--- config.mk ---
export PLATFORM = sky130hd
export DESIGN_NAME = shape_cursor_ctrl
export DESIGN_NICKNAME = d
export VERILOG_FILES = /design/src/rtl/shape_grid_pkg.sv /design/src/rtl/btn_debounce.sv /design/src/rtl/shape_cursor_ctrl.sv
export SDC_FILE = /design/constraint.sdc
export NUM_CORES = 1
export LEC_CHECK = 0
export BUFFER_PORTS_ARGS = -buffer_cell sky130_fd_sc_hd__buf_2
export CORE_MARGIN = 2
export CORE_UTILIZATION = 57
export CTS_BUF_LIST = sky130_fd_sc_hd__clkbuf_8 sky130_fd_sc_hd__clkbuf_16
export DETAILED_ROUTE_END_ITERATION = 10
export HOLD_SLACK_MARGIN = 0.12
export MAX_ROUTING_LAYER = met4
export PLACE_DENSITY = 0.74
export SETUP_SLACK_MARGIN = 0.3
export SYNTH_ARGS = -nofsm -noshare
export SYNTH_HDL_FRONTEND = slang
export SYNTH_HIERARCHICAL = 1
export SYNTH_SLANG_ARGS = --single-unit
--- constraint.sdc ---
create_clock -name clk -period 8.1 [get_ports clk]
set_input_delay 0.81 -clock clk [delete_from_list [all_inputs] [get_ports clk]]
set_output_delay 0.81 -clock clk [all_outputs]
set_load 0.05 [all_outputs]
--- src/rtl/shape_grid_pkg.sv ---
// +----------------------------------------------------------------------+
// | shape_grid_pkg : grid geometry, shape indices and FSM encoding       |
// | Rev 1.0                                                              |
// +----------------------------------------------------------------------+
`default_nettype none

package shape_grid_pkg;

  localparam int GRID_COLS   = 3;
  localparam int GRID_ROWS   = 3;
  localparam int SHAPE_IDX_W = 4;
  localparam int SHAPE_COUNT = GRID_COLS * GRID_ROWS;

  typedef logic [1:0] grid_pos_t;

  localparam grid_pos_t ROW_MAX = grid_pos_t'(GRID_ROWS - 1);
  localparam grid_pos_t COL_MAX = grid_pos_t'(GRID_COLS - 1);

  localparam logic [SHAPE_IDX_W-1:0] CIRCULO    = 4'd0;
  localparam logic [SHAPE_IDX_W-1:0] CUADRADO   = 4'd1;
  localparam logic [SHAPE_IDX_W-1:0] TRIANGULO  = 4'd2;
  localparam logic [SHAPE_IDX_W-1:0] OVALO      = 4'd3;
  localparam logic [SHAPE_IDX_W-1:0] RECTANGULO = 4'd4;
  localparam logic [SHAPE_IDX_W-1:0] ROMBO      = 4'd5;
  localparam logic [SHAPE_IDX_W-1:0] HEXAGONO   = 4'd6;
  localparam logic [SHAPE_IDX_W-1:0] PENTAGONO  = 4'd7;
  localparam logic [SHAPE_IDX_W-1:0] ESTRELLA   = 4'd8;

  localparam logic [0:0] SELECT    = 1'b0;
  localparam logic [0:0] CONFIRMED = 1'b1;

  function automatic logic [SHAPE_IDX_W-1:0] grid_index(input grid_pos_t row, input grid_pos_t col);
    return SHAPE_IDX_W'(row) * SHAPE_IDX_W'(GRID_COLS) + SHAPE_IDX_W'(col);
  endfunction

endpackage

`default_nettype wire

--- src/rtl/btn_debounce.sv ---
// +----------------------------------------------------------------------+
// | btn_debounce : 2-FF synchroniser, debounce counter, press pulse      |
// | Rev 1.0                                                              |
// +----------------------------------------------------------------------+
`default_nettype none

module btn_debounce #(
  parameter int DEBOUNCE_CYCLES = 500000,
  parameter int CNT_W           = 20
) (
  input  logic clk,
  input  logic reset,
  input  logic btn_raw,
  output logic pulse
);

  logic             r_sync1;
  logic             r_sync2;
  logic             r_stable;
  logic             r_stable_d;
  logic [CNT_W-1:0] r_cnt;
  logic [1:0]       r_fill;
  logic             r_armed;

  always_ff @(posedge clk or posedge reset) begin
    if (reset) begin
      r_sync1    <= 1'b0;
      r_sync2    <= 1'b0;
      r_stable   <= 1'b0;
      r_stable_d <= 1'b0;
      r_cnt      <= '0;
      r_fill     <= 2'b00;
      r_armed    <= 1'b0;
      pulse      <= 1'b0;
    end else begin
      r_sync1    <= btn_raw;
      r_sync2    <= r_sync1;
      r_stable_d <= r_stable;
      r_fill     <= {r_fill[0], 1'b1};
      if (r_sync2 == r_stable) begin
        r_cnt <= '0;
      end else if (r_cnt == CNT_W'(DEBOUNCE_CYCLES)) begin
        r_stable <= r_sync2;
        r_cnt    <= '0;
      end else begin
        r_cnt <= r_cnt + CNT_W'(1);
      end
      // Arm only once the synchroniser has refilled and shows a released
      // button, so a button held through reset cannot fire a press.
      if (r_fill[1] && !r_sync2 && !r_stable) begin
        r_armed <= 1'b1;
      end
      pulse <= r_stable & ~r_stable_d & r_armed;
    end
  end

endmodule

`default_nettype wire

--- src/rtl/shape_cursor_ctrl.sv ---
// +----------------------------------------------------------------------+
// | shape_cursor_ctrl : buttons -> 3x3 cursor, one-hot shape selects,    |
// | confirm FSM. Define SHAPE_CURSOR_WRAP_EN to wrap at grid edges.      |
// | Rev 1.0                                                              |
// +----------------------------------------------------------------------+
`default_nettype none

module shape_cursor_ctrl
  import shape_grid_pkg::*;
#(
  parameter int DEBOUNCE_CYCLES = 500000,
  parameter int CNT_W           = 20
) (
  input  logic                   clk,
  input  logic                   reset,
  input  logic                   btn_up,
  input  logic                   btn_down,
  input  logic                   btn_left,
  input  logic                   btn_right,
  input  logic                   btn_enter,
  output logic                   circulo,
  output logic                   cuadrado,
  output logic                   triangulo,
  output logic                   ovalo,
  output logic                   rectangulo,
  output logic                   rombo,
  output logic                   hexagono,
  output logic                   pentagono,
  output logic                   estrella,
  output logic                   enter,
  output logic [SHAPE_IDX_W-1:0] sel_index
);

`ifdef SHAPE_CURSOR_WRAP_EN
  localparam logic WRAP = 1'b1;
`else
  localparam logic WRAP = 1'b0;
`endif

  function automatic grid_pos_t step_dec(input grid_pos_t v, input grid_pos_t vmax);
    if (v == 2'd0) return WRAP ? vmax : 2'd0;
    return v - 2'd1;
  endfunction

  function automatic grid_pos_t step_inc(input grid_pos_t v, input grid_pos_t vmax);
    if (v == vmax) return WRAP ? 2'd0 : vmax;
    return v + 2'd1;
  endfunction

  logic w_up, w_down, w_left, w_right, w_enter;

  btn_debounce #(.DEBOUNCE_CYCLES(DEBOUNCE_CYCLES), .CNT_W(CNT_W)) u_db_up (
    .clk(clk), .reset(reset), .btn_raw(btn_up), .pulse(w_up));
  btn_debounce #(.DEBOUNCE_CYCLES(DEBOUNCE_CYCLES), .CNT_W(CNT_W)) u_db_down (
    .clk(clk), .reset(reset), .btn_raw(btn_down), .pulse(w_down));
  btn_debounce #(.DEBOUNCE_CYCLES(DEBOUNCE_CYCLES), .CNT_W(CNT_W)) u_db_left (
    .clk(clk), .reset(reset), .btn_raw(btn_left), .pulse(w_left));
  btn_debounce #(.DEBOUNCE_CYCLES(DEBOUNCE_CYCLES), .CNT_W(CNT_W)) u_db_right (
    .clk(clk), .reset(reset), .btn_raw(btn_right), .pulse(w_right));
  btn_debounce #(.DEBOUNCE_CYCLES(DEBOUNCE_CYCLES), .CNT_W(CNT_W)) u_db_enter (
    .clk(clk), .reset(reset), .btn_raw(btn_enter), .pulse(w_enter));

  grid_pos_t               r_row, r_col, w_row_nx, w_col_nx;
  logic [0:0]              r_state, w_state_nx;
  logic [SHAPE_COUNT-1:0]  r_shape;
  logic [SHAPE_IDX_W-1:0]  w_idx_nx;

  // One action per cycle: enter > up > down > left > right.
  always_comb begin
    w_row_nx   = r_row;
    w_col_nx   = r_col;
    w_state_nx = r_state;
    if (w_enter) begin
      w_state_nx = (r_state == SELECT) ? CONFIRMED : SELECT;
    end else if (r_state == SELECT) begin
      if (w_up)         w_row_nx = step_dec(r_row, ROW_MAX);
      else if (w_down)  w_row_nx = step_inc(r_row, ROW_MAX);
      else if (w_left)  w_col_nx = step_dec(r_col, COL_MAX);
      else if (w_right) w_col_nx = step_inc(r_col, COL_MAX);
    end
    w_idx_nx = grid_index(w_row_nx, w_col_nx);
  end

  always_ff @(posedge clk or posedge reset) begin
    if (reset) begin
      r_row     <= 2'd0;
      r_col     <= 2'd0;
      r_state   <= SELECT;
      enter     <= 1'b0;
      sel_index <= CIRCULO;
      r_shape   <= SHAPE_COUNT'(1);
    end else begin
      r_row     <= w_row_nx;
      r_col     <= w_col_nx;
      r_state   <= w_state_nx;
      enter     <= (w_state_nx == CONFIRMED);
      sel_index <= w_idx_nx;
      r_shape   <= SHAPE_COUNT'(1) << w_idx_nx;
    end
  end

  assign circulo    = r_shape[CIRCULO];
  assign cuadrado   = r_shape[CUADRADO];
  assign triangulo  = r_shape[TRIANGULO];
  assign ovalo      = r_shape[OVALO];
  assign rectangulo = r_shape[RECTANGULO];
  assign rombo      = r_shape[ROMBO];
  assign hexagono   = r_shape[HEXAGONO];
  assign pentagono  = r_shape[PENTAGONO];
  assign estrella   = r_shape[ESTRELLA];

endmodule

`default_nettype wire

Word-level counts from Yosys, hierarchy flattened:

Index checks and enable logic that the tools add are counted.

* input bits: 7
* word-level logic and storage cells: 167
* output and inout bits: 14
* bits in registers: 158

* multipliers: 1
* multiplexer cells: 51
* shift-type cells: 1
* equal/unequal tests: 12
* bitwise operators: 20
* reductions and logical operators: 27
* add/subtract/negate cells: 10

Operator list (number)
* $mux W20: 10
* $add A20 B1 Y20 const B: 5
* $eq A20 B19 Y1 const B: 5
* $mux W2: 18
* $mux W1: 23
* $and A1 B1 Y1: 10
* $logic_and A1 B1 Y1: 10
* $logic_not A1 Y1: 10
* $not A1 Y1: 10
* $reduce_and A2 Y1: 5
* $shl A1 B4 Y9 const A: 1
* $eq A1 B1 Y1: 5
* $add A2 B1 Y2 const B: 2
* $add A4 B2 Y4: 1
* $eq A2 B2 Y1 const B: 2
* $logic_not A2 Y1: 2
* $mul A2 B2 Y4 const B: 1
* $sub A2 B1 Y2 const B: 2

Longest topological paths before layout:

* depth after elaboration: 17
* mapped depth: 12
* depth with buffers taken out: 12

Cells and area by module:

Netlist, hierarchy kept.

Modules (own cells, without submodules)
* btn_debounce at u_db_down ...: instances 4, cells an instance 123, area each 1293.7 µm²
* btn_debounce at u_db_left: instances 1, cells an instance 121, area each 1318.8 µm²
* shape_cursor_ctrl: instances 1, cells an instance 75, area each 844.6 µm²

Worst setup path after synthesis:

OpenSTA, ideal clock, no wires.

* path kind: register -> register
* start: register r_state
* end: register r_shape[8]
* arrival: 2802 ps
* data required time: 8014 ps
* cell stages (with the launch flop): 10
* clock period less this slack: 2888 ps
* slack: 5212 ps
* path through: dfrtp_1 > nor4_4 > o21ai_1 > a22o_1 > fa_1 > ha_1 > inv_1 > fa_1 > nand2b_1 > nor3_1

* elaborated cells on any way between the ends: 7
* classes of those cells: add/sub: 1; mul: 1; shift: 1; mux: 4

RTL lines
* from (decl): line shape_cursor_ctrl.sv:64 `logic [0:0] r_state, w_state_nx;`
* from (signal assigned): line shape_cursor_ctrl.sv:95 `r_state <= w_state_nx;`
* $mux W2: line shape_cursor_ctrl.sv:75 `end else if (r_state == SELECT) begin`
* $mux W2: line shape_cursor_ctrl.sv:73 `if (w_enter) begin`
* net w_col_nx[1]: line shape_cursor_ctrl.sv:63 `grid_pos_t r_row, r_col, w_row_nx, w_col_nx;`
* $add A4 B2 Y4: line shape_grid_pkg.sv:33 `return SHAPE_IDX_W'(row) * SHAPE_IDX_W'(GRID_COLS) + SHAPE_IDX_W'(col);`
* $shl A1 B4 Y9: line shape_cursor_ctrl.sv:98 `r_shape <= SHAPE_COUNT'(1) << w_idx_nx;`
* to (signal assigned): line shape_cursor_ctrl.sv:98
* to (decl): line shape_cursor_ctrl.sv:65 `logic [SHAPE_COUNT-1:0] r_shape;`

The timed path passes the listed nets, and every way through them passes these cells.
A chain may end at the register's enable or synchronous reset.

Worst setup path in the final report:

* start: register r_state
* end: register r_shape[8]

* cells in the longest elaborated chain, start to end: 5
* elaborated cells on any way between the ends: 7
* classes of those cells: add/sub: 1; mul: 1; shift: 1; mux: 4

RTL lines (line)
* $mux W2: shape_cursor_ctrl.sv:75
* $mux W2: shape_cursor_ctrl.sv:73
* net w_row_nx[1]: shape_cursor_ctrl.sv:63
* $mul A2 B2 Y4: shape_grid_pkg.sv:33
* $add A4 B2 Y4: shape_grid_pkg.sv:33
* $shl A1 B4 Y9: shape_cursor_ctrl.sv:98

The timed path passes the listed nets, and every way through them passes these cells.

==> flow_summary_export.csv <==
group,metric,value,unit
power,ir_worst_vdd,0.189,mV
sta,hold_viol,0,
routing,first_pass_iters,5,
finish,drive_gt1_share,11.6,%
yosys,ys_seq_elements,158,
yosys,synth_edf_count,0,
sta,post-route-period-util,35.3,%
setup_path,cp-end-kind,"register",
sta,tightest_slew,1.07,ns
floorplanning,fp.dieW,117,um
routing,antenna_left,0,
setup_path,required,8.43,ns
global_routing,grt_pass1_wl,23300,um
yosys,ys_seq_area_share,53.9,%
yosys,synth_flop_cell,"dfrtp_1",
routing,vias_per_cell,5.62,
cts,cts_setup_buffers,0,
power,power.leakage,3.68,nW
yosys,synth_top_area_share,53.5,%
yosys,yosysUniqueCellTypes,54,
cts,cts-root-buf,"clkbuf_16",
setup_path,critical_path_class,"reg -> reg",
finish,diodes,0,
floorplanning,start_util,58.1,%
routing,drcViolationCount,0,
sta,fin_tns_setup,0,ns
finish,nNetsFinal,737,
routing,initialDrtViolationCount,408,
cts,cts_tree,"built",
sta,max_freq,350,MHz
status,status,"finished, final reports clean",
global_routing,antenna_found_initial,0,
global_routing,grt_pass1_vias,5018,
min_path,hold_class,"reg -> reg",
cts,postCtsHoldBufs,0,
floorplanning,die_area,13800,um2
placed_design,hpwl,8590,um
cts,ctsHtreeMaxLevel,4,
finish,area_growth,12.5,%
yosys,async_flop_share,100,%
cts,clk_path_buf_depth,2,
setup_path,cp_max_fo,5,
global_routing,grt_remaining_overflow,0,
cts,clkSinkCount,158,
placed_design,gp_congestion,0.798,
yosys,yosysTopAreaCell,"dfrtp_1",
sta,rsz0062_at_grt,"false",
routing,wl_per_cell,14.6,um
setup_path,cp.arrival,3.19,ns
floorplanning,die_h,117,um
yosys,syn_inst,688,
cts,clkTransAtPathRegs,0.06,ns
global_routing,grt_max_degree,29,
floorplanning,io_pins,21,
yosys,ys_warn_count,6,
cts,cts_resized,0,
sta,skew,0.00772,ns
global_routing,grt_use_total,21.3,%
yosys,syn_nets,715,
yosys,synthTopCellsByArea,"dfrtp_1, xor2_1, nor2_1, ha_1, nand3_1",
flow_run,max-cap-violations,0,
floorplanning,coreArea,12600,um2
sta,holdWs,0.347,ns
sta,relSlewSlack,28.5,%
sta,setup_violations,0,
yosys,syn_avg_cell_area,10.7,um2
yosys,netlist_area,7340,um2
cts,cts_buffers,17,
sta,slew_violations,0,
setup_path,worstSetupStartpointType,"register",
placed_design,io_buffers,20,
routing,num_vias,5031,
routing,drt_wl_total,13000,um
sta,final.min_clock_period,2.86,ns
floorplanning,row_count,41,
power,pwr_density_cell,216,nW/um2
cts,worst_skew_pair.late_latency,0.42,ns
## flip-flops by register name (all words and copies together) (netlist names), 2 cells and up
| signal | cells |
|---|---|
| u_db_down/r_cnt | 20 |
| u_db_enter/r_cnt | 20 |
| u_db_left/r_cnt | 20 |
| u_db_right/r_cnt | 20 |
| u_db_up/r_cnt | 20 |
| r_shape | 9 |
| sel_index | 4 |
| r_col | 2 |
| r_row | 2 |
| u_db_down/r_fill | 2 |
| u_db_enter/r_fill | 2 |
| u_db_left/r_fill | 2 |
| u_db_right/r_fill | 2 |
| u_db_up/r_fill | 2 |
## metal layers
metal	share of wire, %	global-route usage [%]	vias to the layer above
li1	-	-	2442
met2	50	33.4	108
met5	0	-	-
met1	46	27.3	2470
met4	0.80	6.40	0
met3	3.5	6.06	11
## cell usage after synthesis, drive strengths merged, types with 3 or more instances
cell and number:
o31ai 15, or4 15, a21o 5, o21ai 28, nand4 18, nand3 40, nand2b 3, mux2 5
and3 19, nor3b 4, and4 10, nand2 36, dfrtp 157, nor4b 14, inv 34, nor2 82
nand3b 5, conb 5, xor2 42, xnor2 19, nor4bb 5, clkbuf 12, and3b 5, nor3 7
or3 20, or2 4, a21oi 35, ha 18, buf 9
## cell usage in the layout, fill, tap and decap left out, drive strengths merged, types with 7 or more instances in the layout
cell    count
bufinv      7
xor2       42
o21ai      28
nand4      18
clkbuf     19
nor2       82
xnor2      19
and4       10
a21oi      35
inv        37
or4        15
nand2      36
or3        20
and3       19
nand3      40
o31ai      15
dfrtp     157
nor4b      14
buf        24
nor3        7
ha         18
## power by group
group | internal [W] | switching, W
registers | 0.000801 | 0.00000902
logic | 0.0000120 | 0.0000328
clock network | 0.000623 | 0.000305
total | 0.00144 | 0.000347
## cell families after synthesis
group / share of synthesized area, %
AOI/OAI and AO/OA: 7.43
xor gates and xnor gates: 7.28
adders and majority gates: 3.61
buffers and inverters: 3.50
DFF: 53.9
muxes: 0.767
other: 0.256
and+or+nand+nor: 23.3
## worst max-delay path, cell delays in order, from the launching register on
cell      delay [ns]
dfrtp_1         0.45
nor2_1          0.28
o21ai_0         0.19
a22o_1          0.31
fa_1            0.55
ha_1            0.14
inv_1           0.04
fa_1            0.56
nand2b_1        0.12
nor3_1          0.14
## stage by stage
stage          instances  instance area [um2]  setup slack (ns)  util, %  total power (W)
2_1_floorplan        688                 7340              5.21        -         0.000855
3_3_place_gp         863                 7550              5.36     59.9         0.000867
3_5_place_dp         863                 7550              5.27     59.9         0.000870
4_1_cts              895                 8250              5.26     65.4          0.00180
5_1_grt              895                 8250              5.06     65.4          0.00185
6_report             895                 8250              5.24     65.4          0.00178
## path summary, 6_finish.rpt
kind	startpoint	to	slack [ns]	cells past startpoint
worst max-delay path	r_state	r_shape[8]	5.24	9
worst min-delay path	u_db_enter/r_fill[0]	u_db_enter/r_fill[1]	0.35	0
worst max register to register	r_state	r_shape[8]	5.24	9
worst min register to register	u_db_enter/r_fill[0]	u_db_enter/r_fill[1]	0.35	0
max in group asynchronous	reset	u_db_enter/r_cnt[7]	6.73	2
min in group asynchronous	reset	r_col[0]	0.54	2
## layout make-up
type	count	area, um2
Fill cell	977	4370
Sequential cell	158	3960
Multi-Input combinational cell	475	3130
Clock buffer	19	453
Clock inverter	13	246
Tap cell	172	215
Timing Repair Buffer	24	130
Inverter	34	128
(Power assumes the default switching activity.)
